File: config.mk
export PLATFORM = sky130hd
export DESIGN_NAME = adc045_ctrl
export DESIGN_NICKNAME = d
export VERILOG_FILES = /design/src/rtl/adc045_ctrl.sv
export SDC_FILE = /design/constraint.sdc
export NUM_CORES = 1
export LEC_CHECK = 0
export CAP_MARGIN = 5
export CORE_ASPECT_RATIO = 0.7
export CORE_MARGIN = 1
export CORE_UTILIZATION = 52
export CTS_BUF_LIST = sky130_fd_sc_hd__clkbuf_16
export CTS_CLUSTER_DIAMETER = 80
export DETAILED_ROUTE_END_ITERATION = 7
export GPL_TIMING_DRIVEN = 0
export HOLD_SLACK_MARGIN = 0.1
export PLACE_DENSITY = 0.83
export SYNTH_ARGS = -nofsm -noshare
export SYNTH_HDL_FRONTEND = slang
export SYNTH_SLANG_ARGS = --single-unit
File: constraint.sdc
create_clock -name clk -period 3.2 [get_ports clk]
set_input_delay 0.64 -clock clk [delete_from_list [all_inputs] [get_ports clk]]
set_output_delay 0.64 -clock clk [all_outputs]
set_load 0.01 [all_outputs]
File: src/rtl/adc045_ctrl.sv
// ADC045 power-up sequencer, continuous-conversion capture and data-ready watchdog.
// Optional block averaging is enabled by defining ADC045_AVG_EN.
module adc045_ctrl #(
  parameter int RST_PULSE_CYC  = 16,
  parameter int RST_WAIT_CYC   = 1024,
  parameter int WREG_PULSE_CYC = 4,
  parameter int WREG_WAIT_CYC  = 256,
  parameter int TIMEOUT_CYC    = 65536,
  parameter int AUTO_RETRY     = 1,
  parameter int AVG_LOG2       = 2
) (
  input  logic        clk,
  input  logic        rst,
  input  logic        enable,
  input  logic        ready_sample,
  input  logic [23:0] adc045_data,
  output logic        rst_l_adc,
  output logic        hard_wreg,
  output logic        hard_start,
  output logic [23:0] sample_data,
  output logic        sample_valid,
  output logic [15:0] sample_cnt,
  output logic        busy,
  output logic        fault,
  output logic [7:0]  fault_cnt,
  output logic [2:0]  state
);

  typedef enum logic [2:0] {
    IDLE       = 3'd0,
    RST_ASSERT = 3'd1,
    RST_WAIT   = 3'd2,
    WREG       = 3'd3,
    WREG_WAIT  = 3'd4,
    RUN        = 3'd5,
    FAULT      = 3'd6
  } state_t;

  function automatic int max2_f(input int a, input int b);
    return (a > b) ? a : b;
  endfunction

  localparam int SEQ_MAX = max2_f(max2_f(RST_PULSE_CYC, RST_WAIT_CYC),
                                  max2_f(WREG_PULSE_CYC, WREG_WAIT_CYC));
  localparam int SEQ_W   = $clog2(SEQ_MAX) + 1;
  localparam int WD_W    = $clog2(TIMEOUT_CYC) + 1;

  state_t            state_r;
  state_t            next_state_s;
  logic [SEQ_W-1:0]  seq_cnt_r;
  logic [WD_W-1:0]   wd_cnt_r;
  logic              ready_r;
  logic              ready_prev_r;
  logic [23:0]       data_r;
  logic              seq_zero_s;
  logic              rise_s;
  logic              wd_expired_s;
  logic              take_s;

  // The shared counter is loaded with (cycles - 1) so a state lasts exactly its parameter.
  function automatic logic [SEQ_W-1:0] load_f(input state_t s);
    case (s)
      RST_ASSERT: return SEQ_W'(RST_PULSE_CYC - 1);
      RST_WAIT:   return SEQ_W'(RST_WAIT_CYC - 1);
      WREG:       return SEQ_W'(WREG_PULSE_CYC - 1);
      WREG_WAIT:  return SEQ_W'(WREG_WAIT_CYC - 1);
      FAULT:      return SEQ_W'(RST_PULSE_CYC - 1);
      default:    return {SEQ_W{1'b0}};
    endcase
  endfunction

  assign seq_zero_s   = (seq_cnt_r == {SEQ_W{1'b0}});
  assign rise_s       = ready_r & ~ready_prev_r;
  assign wd_expired_s = (wd_cnt_r == WD_W'(TIMEOUT_CYC - 1));
  assign take_s       = (state_r == RUN) && (next_state_s == RUN) && rise_s;
  assign state        = state_r;

  // Next-state decode; a rise in the final watchdog cycle keeps the FSM in RUN.
  always_comb begin
    next_state_s = state_r;
    if (!enable) begin
      next_state_s = IDLE;
    end else begin
      case (state_r)
        IDLE:       next_state_s = RST_ASSERT;
        RST_ASSERT: next_state_s = seq_zero_s ? RST_WAIT : RST_ASSERT;
        RST_WAIT:   next_state_s = seq_zero_s ? WREG : RST_WAIT;
        WREG:       next_state_s = seq_zero_s ? WREG_WAIT : WREG;
        WREG_WAIT:  next_state_s = seq_zero_s ? RUN : WREG_WAIT;
        RUN:        next_state_s = (wd_expired_s && !rise_s) ? FAULT : RUN;
        FAULT:      next_state_s = ((AUTO_RETRY != 0) && seq_zero_s) ? RST_ASSERT : FAULT;
        default:    next_state_s = IDLE;
      endcase
    end
  end

  // FSM state, sequencing counter and control outputs registered from the next state.
  always_ff @(posedge clk) begin
    if (rst) begin
      state_r    <= IDLE;
      seq_cnt_r  <= {SEQ_W{1'b0}};
      rst_l_adc  <= 1'b0;
      hard_wreg  <= 1'b0;
      hard_start <= 1'b0;
      busy       <= 1'b0;
      fault      <= 1'b0;
      fault_cnt  <= 8'd0;
    end else begin
      state_r <= next_state_s;
      if (next_state_s != state_r) begin
        seq_cnt_r <= load_f(next_state_s);
      end else if (!seq_zero_s) begin
        seq_cnt_r <= seq_cnt_r - {{(SEQ_W-1){1'b0}}, 1'b1};
      end
      rst_l_adc  <= (next_state_s == RST_WAIT) || (next_state_s == WREG) ||
                    (next_state_s == WREG_WAIT) || (next_state_s == RUN);
      hard_wreg  <= (next_state_s == WREG);
      hard_start <= (next_state_s == RUN);
      busy       <= (next_state_s != IDLE) && (next_state_s != FAULT);
      fault      <= (next_state_s == FAULT);
      if ((state_r == RUN) && (next_state_s == FAULT) && (fault_cnt != 8'hFF)) begin
        fault_cnt <= fault_cnt + 8'd1;
      end
    end
  end

  // Input capture: data is sampled alongside the current ready level.
  always_ff @(posedge clk) begin
    if (rst) begin
      ready_r      <= 1'b0;
      ready_prev_r <= 1'b0;
      data_r       <= 24'd0;
    end else begin
      ready_r      <= ready_sample;
      ready_prev_r <= ready_r;
      data_r       <= adc045_data;
    end
  end

  // Watchdog counts RUN cycles since entry or since the last rise.
  always_ff @(posedge clk) begin
    if (rst || (state_r != RUN) || rise_s) begin
      wd_cnt_r <= {WD_W{1'b0}};
    end else begin
      wd_cnt_r <= wd_cnt_r + {{(WD_W-1){1'b0}}, 1'b1};
    end
  end

`ifdef ADC045_AVG_EN
  localparam int ACC_W = 24 + AVG_LOG2;
  localparam int PH_W  = (AVG_LOG2 > 0) ? AVG_LOG2 : 1;

  logic signed [ACC_W-1:0] acc_r;
  logic signed [ACC_W-1:0] acc_sum_s;
  logic signed [ACC_W-1:0] acc_avg_s;
  logic [PH_W-1:0]         phase_r;
  logic                    last_s;

  assign acc_sum_s = acc_r + ACC_W'(signed'(data_r));
  assign acc_avg_s = acc_sum_s >>> AVG_LOG2;
  assign last_s    = (phase_r == PH_W'((1 << AVG_LOG2) - 1));

  // Block averaging; any partial block is dropped whenever RUN is entered or left.
  always_ff @(posedge clk) begin
    if (rst) begin
      acc_r        <= {ACC_W{1'b0}};
      phase_r      <= {PH_W{1'b0}};
      sample_data  <= 24'd0;
      sample_valid <= 1'b0;
      sample_cnt   <= 16'd0;
    end else begin
      sample_valid <= 1'b0;
      if ((state_r != RUN) || (next_state_s != RUN)) begin
        acc_r   <= {ACC_W{1'b0}};
        phase_r <= {PH_W{1'b0}};
      end else if (take_s) begin
        if (last_s) begin
          acc_r        <= {ACC_W{1'b0}};
          phase_r      <= {PH_W{1'b0}};
          sample_data  <= 24'(acc_avg_s);
          sample_valid <= 1'b1;
          sample_cnt   <= sample_cnt + 16'd1;
        end else begin
          acc_r   <= acc_sum_s;
          phase_r <= phase_r + {{(PH_W-1){1'b0}}, 1'b1};
        end
      end
    end
  end
`else
  // Pass-through capture of each sample on a rise in RUN.
  always_ff @(posedge clk) begin
    if (rst) begin
      sample_data  <= 24'd0;
      sample_valid <= 1'b0;
      sample_cnt   <= 16'd0;
    end else begin
      sample_valid <= 1'b0;
      if (take_s) begin
        sample_data  <= data_r;
        sample_valid <= 1'b1;
        sample_cnt   <= sample_cnt + 16'd1;
      end
    end
  end
`endif

endmodule
# Word-level counts from Yosys, hierarchy flattened

Index checks and enable logic that the tools add are counted.

Logic and storage cells: 67
Bits in registers: 111
Bits of input ports: 28
Output and inout bits: 57

Eq/ne operators: 18
Multiplexer cells: 12
Bitwise gates (word level): 2
Reductions and logical operators: 16
$add $sub $neg: 4

Operator list:

| operator                                              | count |
|---|---|
| one-hot mux 10 bit (4 select lines)                   | 1 |
| 2-to-1 mux 11 bit                                     | 2 |
| one-hot mux 3 bit (7 select lines)                    | 1 |
| == test 3 bit, second input constant                  | 6 |
| adder 17 x 1 -> 17 bit, second input constant         | 1 |
| == test 17 x 16 -> 1 bit, second input constant       | 1 |
| adder 16 x 1 -> 16 bit, second input constant         | 1 |
| == test 3 x 2 -> 1 bit, second input constant         | 4 |
| logical NOT 11 bit                                    | 1 |
| subtractor 11 x 1 -> 11 bit, second input constant    | 1 |
| 2-to-1 mux 3 bit                                      | 3 |
| adder 8 x 1 -> 8 bit, second input constant           | 1 |
| inequality test 8 bit, second input constant          | 1 |
| == test 3 x 1 -> 1 bit, second input constant         | 2 |
| logical AND 1 bit                                     | 6 |
| inequality test 3 bit, second input constant          | 2 |
| logical OR 1 bit                                      | 5 |
| 2-to-1 mux 2 bit                                      | 2 |
| logical NOT 3 bit                                     | 1 |
| 2-to-1 mux 1 bit                                      | 3 |
| inequality test 3 bit                                 | 1 |
| nonzero test 3 bit                                    | 1 |
| inequality test 2 x 1 -> 1 bit, second input constant | 1 |
| OR reduction 2 bit                                    | 1 |
| 3 further kinds                                       | 3 |

# Logic depth before layout (Yosys ltp)

Depth in word-level cells: 11
Mapped depth: 9
Mapped depth without buffers: 8

# Least setup slack after synthesis

OpenSTA, ideal clock, no wires.

Path type: reg2reg
Start point: reg wd_cnt_r[4]
End point: reg fault_cnt[6]
Data arrival time: 2.111 ns
Cell stages (with the launch flop): 9
Clock period less this slack: 2.234 ns
Required time: 3.077 ns
Path slack: 0.966 ns
Setup time: 0.123 ns
Cell sequence: dfxtp_1 and4_1 nand3_1 nor4_1 ha_1 and2_1 a32oi_2 nor4_1 mux2_1

Cells in the longest elaborated chain, start to end: 8

Ends and longest elaborated chain:

| element                            | RTL line | RTL |
|---|---|---|
| start, declared                    | 51       | `logic [WD_W-1:0] wd_cnt_r;` |
| start signal, assigned             | 143      | `wd_cnt_r <= {WD_W{1'b0}};` |
| start signal, assigned             | 145      | `wd_cnt_r <= wd_cnt_r + {{(WD_W-1){1'b0}}, 1'b1};` |
| == test 17 x 16 -> 1 bit           | 74       | `assign wd_expired_s = (wd_cnt_r == WD_W'(TIMEOUT_CYC - 1));` |
| logical AND 1 bit                  | 90       | `RUN: next_state_s = (wd_expired_s && !rise_s) ? FAULT : RUN;` |
| 2-to-1 mux 2 bit                   | 90       |  |
| one-hot mux 3 bit (7 select lines) | 84       | `case (state_r)` |
| 2-to-1 mux 3 bit                   | 81       | `if (!enable) begin` |
| == test 3 bit                      | 121      | `if ((state_r == RUN) && (next_state_s == FAULT) && (fault_cnt != 8'hFF)) begin` |
| logical AND 1 bit (2 in a row)     | 121      |  |
| end signal, assigned               | 122      | `fault_cnt <= fault_cnt + 8'd1;` |
| end, declared                      | 25       | `output logic [7:0] fault_cnt,` |

Every way passes these cells.
A chain may end at the register's enable or synchronous reset.

# Worst setup path after layout

Start point: reg wd_cnt_r[4]
End point: reg fault_cnt[0]

Same word-level chain as after synthesis.

==> results.sh <==
export IMPL_port_buffers=84
export IMPL_design_area_sq_mm=0.00573
export IMPL_drcViolationCount=0
export IMPL_fp_coreArea_sq_mm=0.00807
export IMPL_place_area_sq_mm=0.00542
export IMPL_grt_pass1_vias=3508
export IMPL_hold_viol=0
export IMPL_instances_no_fill=700
export IMPL_clock_sinks=111
export IMPL_drv_slew=0
export IMPL_max_slew_worst_pin_slew_ns=0.613
export IMPL_fillers=608
export IMPL_gr_total_overflow=0
export IMPL_maxCapViolCount=0
export IMPL_area_delta_synth_final_pct=28.5
export IMPL_synth_top_area_cell="dfxtp_1"
export IMPL_n_antenna_cell=0
export IMPL_netlist_area_sq_mm=0.00446
export IMPL_drive_gt1_share_pct=5.34
export IMPL_synthCells=500
export IMPL_finalSetupViolCount=0
export IMPL_crit_fanout=10
export IMPL_wl_per_cell_um=14.7
export IMPL_holdBufCountCts=0
export IMPL_clock_tree_htree_level_count=3
export IMPL_worstPathCellList="and4_1 > nand3_1 > nor4_1 > ha_1 > and2_1 > a32oi_2 > buf_4 > or3_1 > a21oi_1"
export IMPL_synthesis_nets=533
export IMPL_synth_top_area_share_pct=49.9
export IMPL_place_congestion=0.898
export IMPL_drt_wl_total_mm=10.3
export IMPL_max_slew_margin_rel_pct=58.9
export IMPL_fmax_ghz=0.380
export IMPL_period_needed_ns=2.63
export IMPL_firstDrtPassIters=5
export IMPL_synth_async_reset_ratio_pct=0
export IMPL_most_common_layout_cells="111 x dfxtp_1, 84 x clkdlybuf4s50_1, 73 x nand2_1, 46 x a21oi_1, 42 x nor2_1"
export IMPL_critPathKind="register to register"
export IMPL_timing_hold_ws_ns=0.430
export IMPL_synth_area_top_cells="dfxtp_1 50%, nand2_1 6.1%, a21oi_1 5.2%"
export IMPL_grt_pass1_wl_mm=16.6
export IMPL_synth_cell_types=55
export IMPL_die_w_um=113
export IMPL_grt_total_usage_pct=24.0
export IMPL_via_per_inst=5.49
export IMPL_final_common_cell="dfxtp_1"
export IMPL_power_density_mw_per_mm2=496
export IMPL_cts_made_buffers=9
export IMPL_yosysSeqAreaShare_pct=49.9
export IMPL_num_io_pins=85
export IMPL_cp_required_ns=3.48
export IMPL_ys_seq_elements=111
export IMPL_startpoint_type="register"
export IMPL_slowest_stage="dfxtp_1"
export IMPL_endpoint_kind="register"
export IMPL_yosysWarnings=0
export IMPL_leakagePower_nw=2.00
export IMPL_postSynthAreaPerCell_sq_um=8.91
export IMPL_drt_iter0_markers=248
export IMPL_path_clk_slew_ns=0.07
export IMPL_dp_hpwl_mm=7.52
export IMPL_clk_latency_ns=0.35
export IMPL_fin_tns_setup_ns=0
export IMPL_start_util_pct=55.2
export IMPL_critPathMaxStageDelay_ns=0.41
export IMPL_cts_buffer_depth=2
export IMPL_cts_setup_buffers=0
export IMPL_vias=3846
export IMPL_die_area_sq_mm=0.00895
export IMPL_tritoncts="built"
export IMPL_antenna_found_initial=0
export IMPL_p_total_mw=2.84
export IMPL_clockRootBuffer="clkbuf_16"
export IMPL_critPathArrivalTime_ns=2.90
export IMPL_run_status="complete, no violations"
export IMPL_postRouteAntennaNets=0
export IMPL_rows=27
export IMPL_synth_edf_count=0
export IMPL_final_nets=628
export IMPL_die_h_um=79.5
export IMPL_vdd_ir_drop_max_v=0.000353
export IMPL_hp_class="register to register"
export IMPL_fin_crit_sh_pct=82.2
export IMPL_cts_resized_gates=0
export IMPL_synth_ff_type="dfxtp_1"
export IMPL_grt_max_degree=20
export IMPL_rsz0062_at_grt="no"
export IMPL_skew_ns=0.00856
export IMPL_dp_cells=685
metal layers:
layer	track usage [%]	wire length [um]
met2	38.9	4700
met3	6.38	624
met1	31.0	4830
met4	8.80	148
met5	0	0
worst paths after layout:
| kind | startpoint | endpoint | slack (ns) | cells after the start |
|---|---|---|---|---|
| setup / recovery | wd_cnt_r[4] | fault_cnt[0] | 0.57 | 9 |
| hold / removal | data_r[17] | sample_data[17] | 0.43 | 2 |
| setup reg to reg | wd_cnt_r[4] | fault_cnt[0] | 0.57 | 9 |
| hold reg to reg | data_r[17] | sample_data[17] | 0.43 | 2 |
synthesized netlist by cell type, types with 6 or more instances:
library cell and count:
buf_2 6, xor2_1 16, xnor2_1 15, o21ai_0 9, nor2b_1 32, nor3_1 6, nand3_1 13, clkbuf_1 19
or4_1 6, or3_1 9, nor2_1 42, a21oi_1 46, inv_1 8, dfxtp_1 111, and3_1 8, o21ai_1 6
o31ai_1 7, nand2_1 73, nand4_1 7
state kept, by name, summed over array words and instances (netlist names):
register      cells
fault             1
busy              1
rst_l_adc         1
fault_cnt         8
wd_cnt_r         17
ready_r           1
sample_cnt       16
state             3
sample_data      24
ready_prev_r      1
sample_valid      1
hard_wreg         1
hard_start        1
data_r           24
seq_cnt_r        11
power breakdown:
group | switching (mW) | internal (mW) | leakage, nW
sequential | 0.0266 | 1.42 | 0.903
clock | 0.523 | 0.619 | 0.146
combinational | 0.137 | 0.117 | 0.954
metrics by stage:
| stage | utilization [%] | setup WS (ns) |
|---|---|---|
| 2_1_floorplan | - | 0.966 |
| 3_3_place_gp | 67.2 | 0.423 |
| 3_5_place_dp | 67.2 | 0.391 |
| 4_1_cts | 70.9 | 0.588 |
| 5_1_grt | 70.9 | 0.333 |
| 6_report | 70.9 | 0.571 |
final cells by class:
class	instances	area [sq um]	share of cell area (%)
Buffer	27	113	1.97
Clock buffer	9	225	3.93
Clock inverter	6	77.6	1.35
Inverter	8	30.0	0.524
Multi-Input combinational cell	354	2090	36.5
Sequential cell	111	2220	38.8
Tap cell	101	126	2.21
Timing Repair Buffer	84	841	14.7
cells by family (layout without fill, tap and decap cells):
logic type | count (synthesis) | count (layout) | synth area share [%]
AOI/OAI and AO/OA | 93 | 93 | 13.3
xor gates and xnor gates | 31 | 31 | 6.09
adders and majority gates | 6 | 6 | 1.63
buffers and inverters | 35 | 134 | 3.20
DFF | 111 | 111 | 49.9
muxes | 2 | 2 | 0.477
and+or+nand+nor | 222 | 222 | 25.4
worst max-delay path, delay by kind of cell, from the launching register on:
family                     cells  cell delay [ns]
and+or+nand+nor                5             1.40
DFF                            1             0.41
AOI/OAI and AO/OA              2             0.28
adders and majority gates      1             0.25
buffers and inverters          1             0.22
Power figures use the tool's default switching activity.
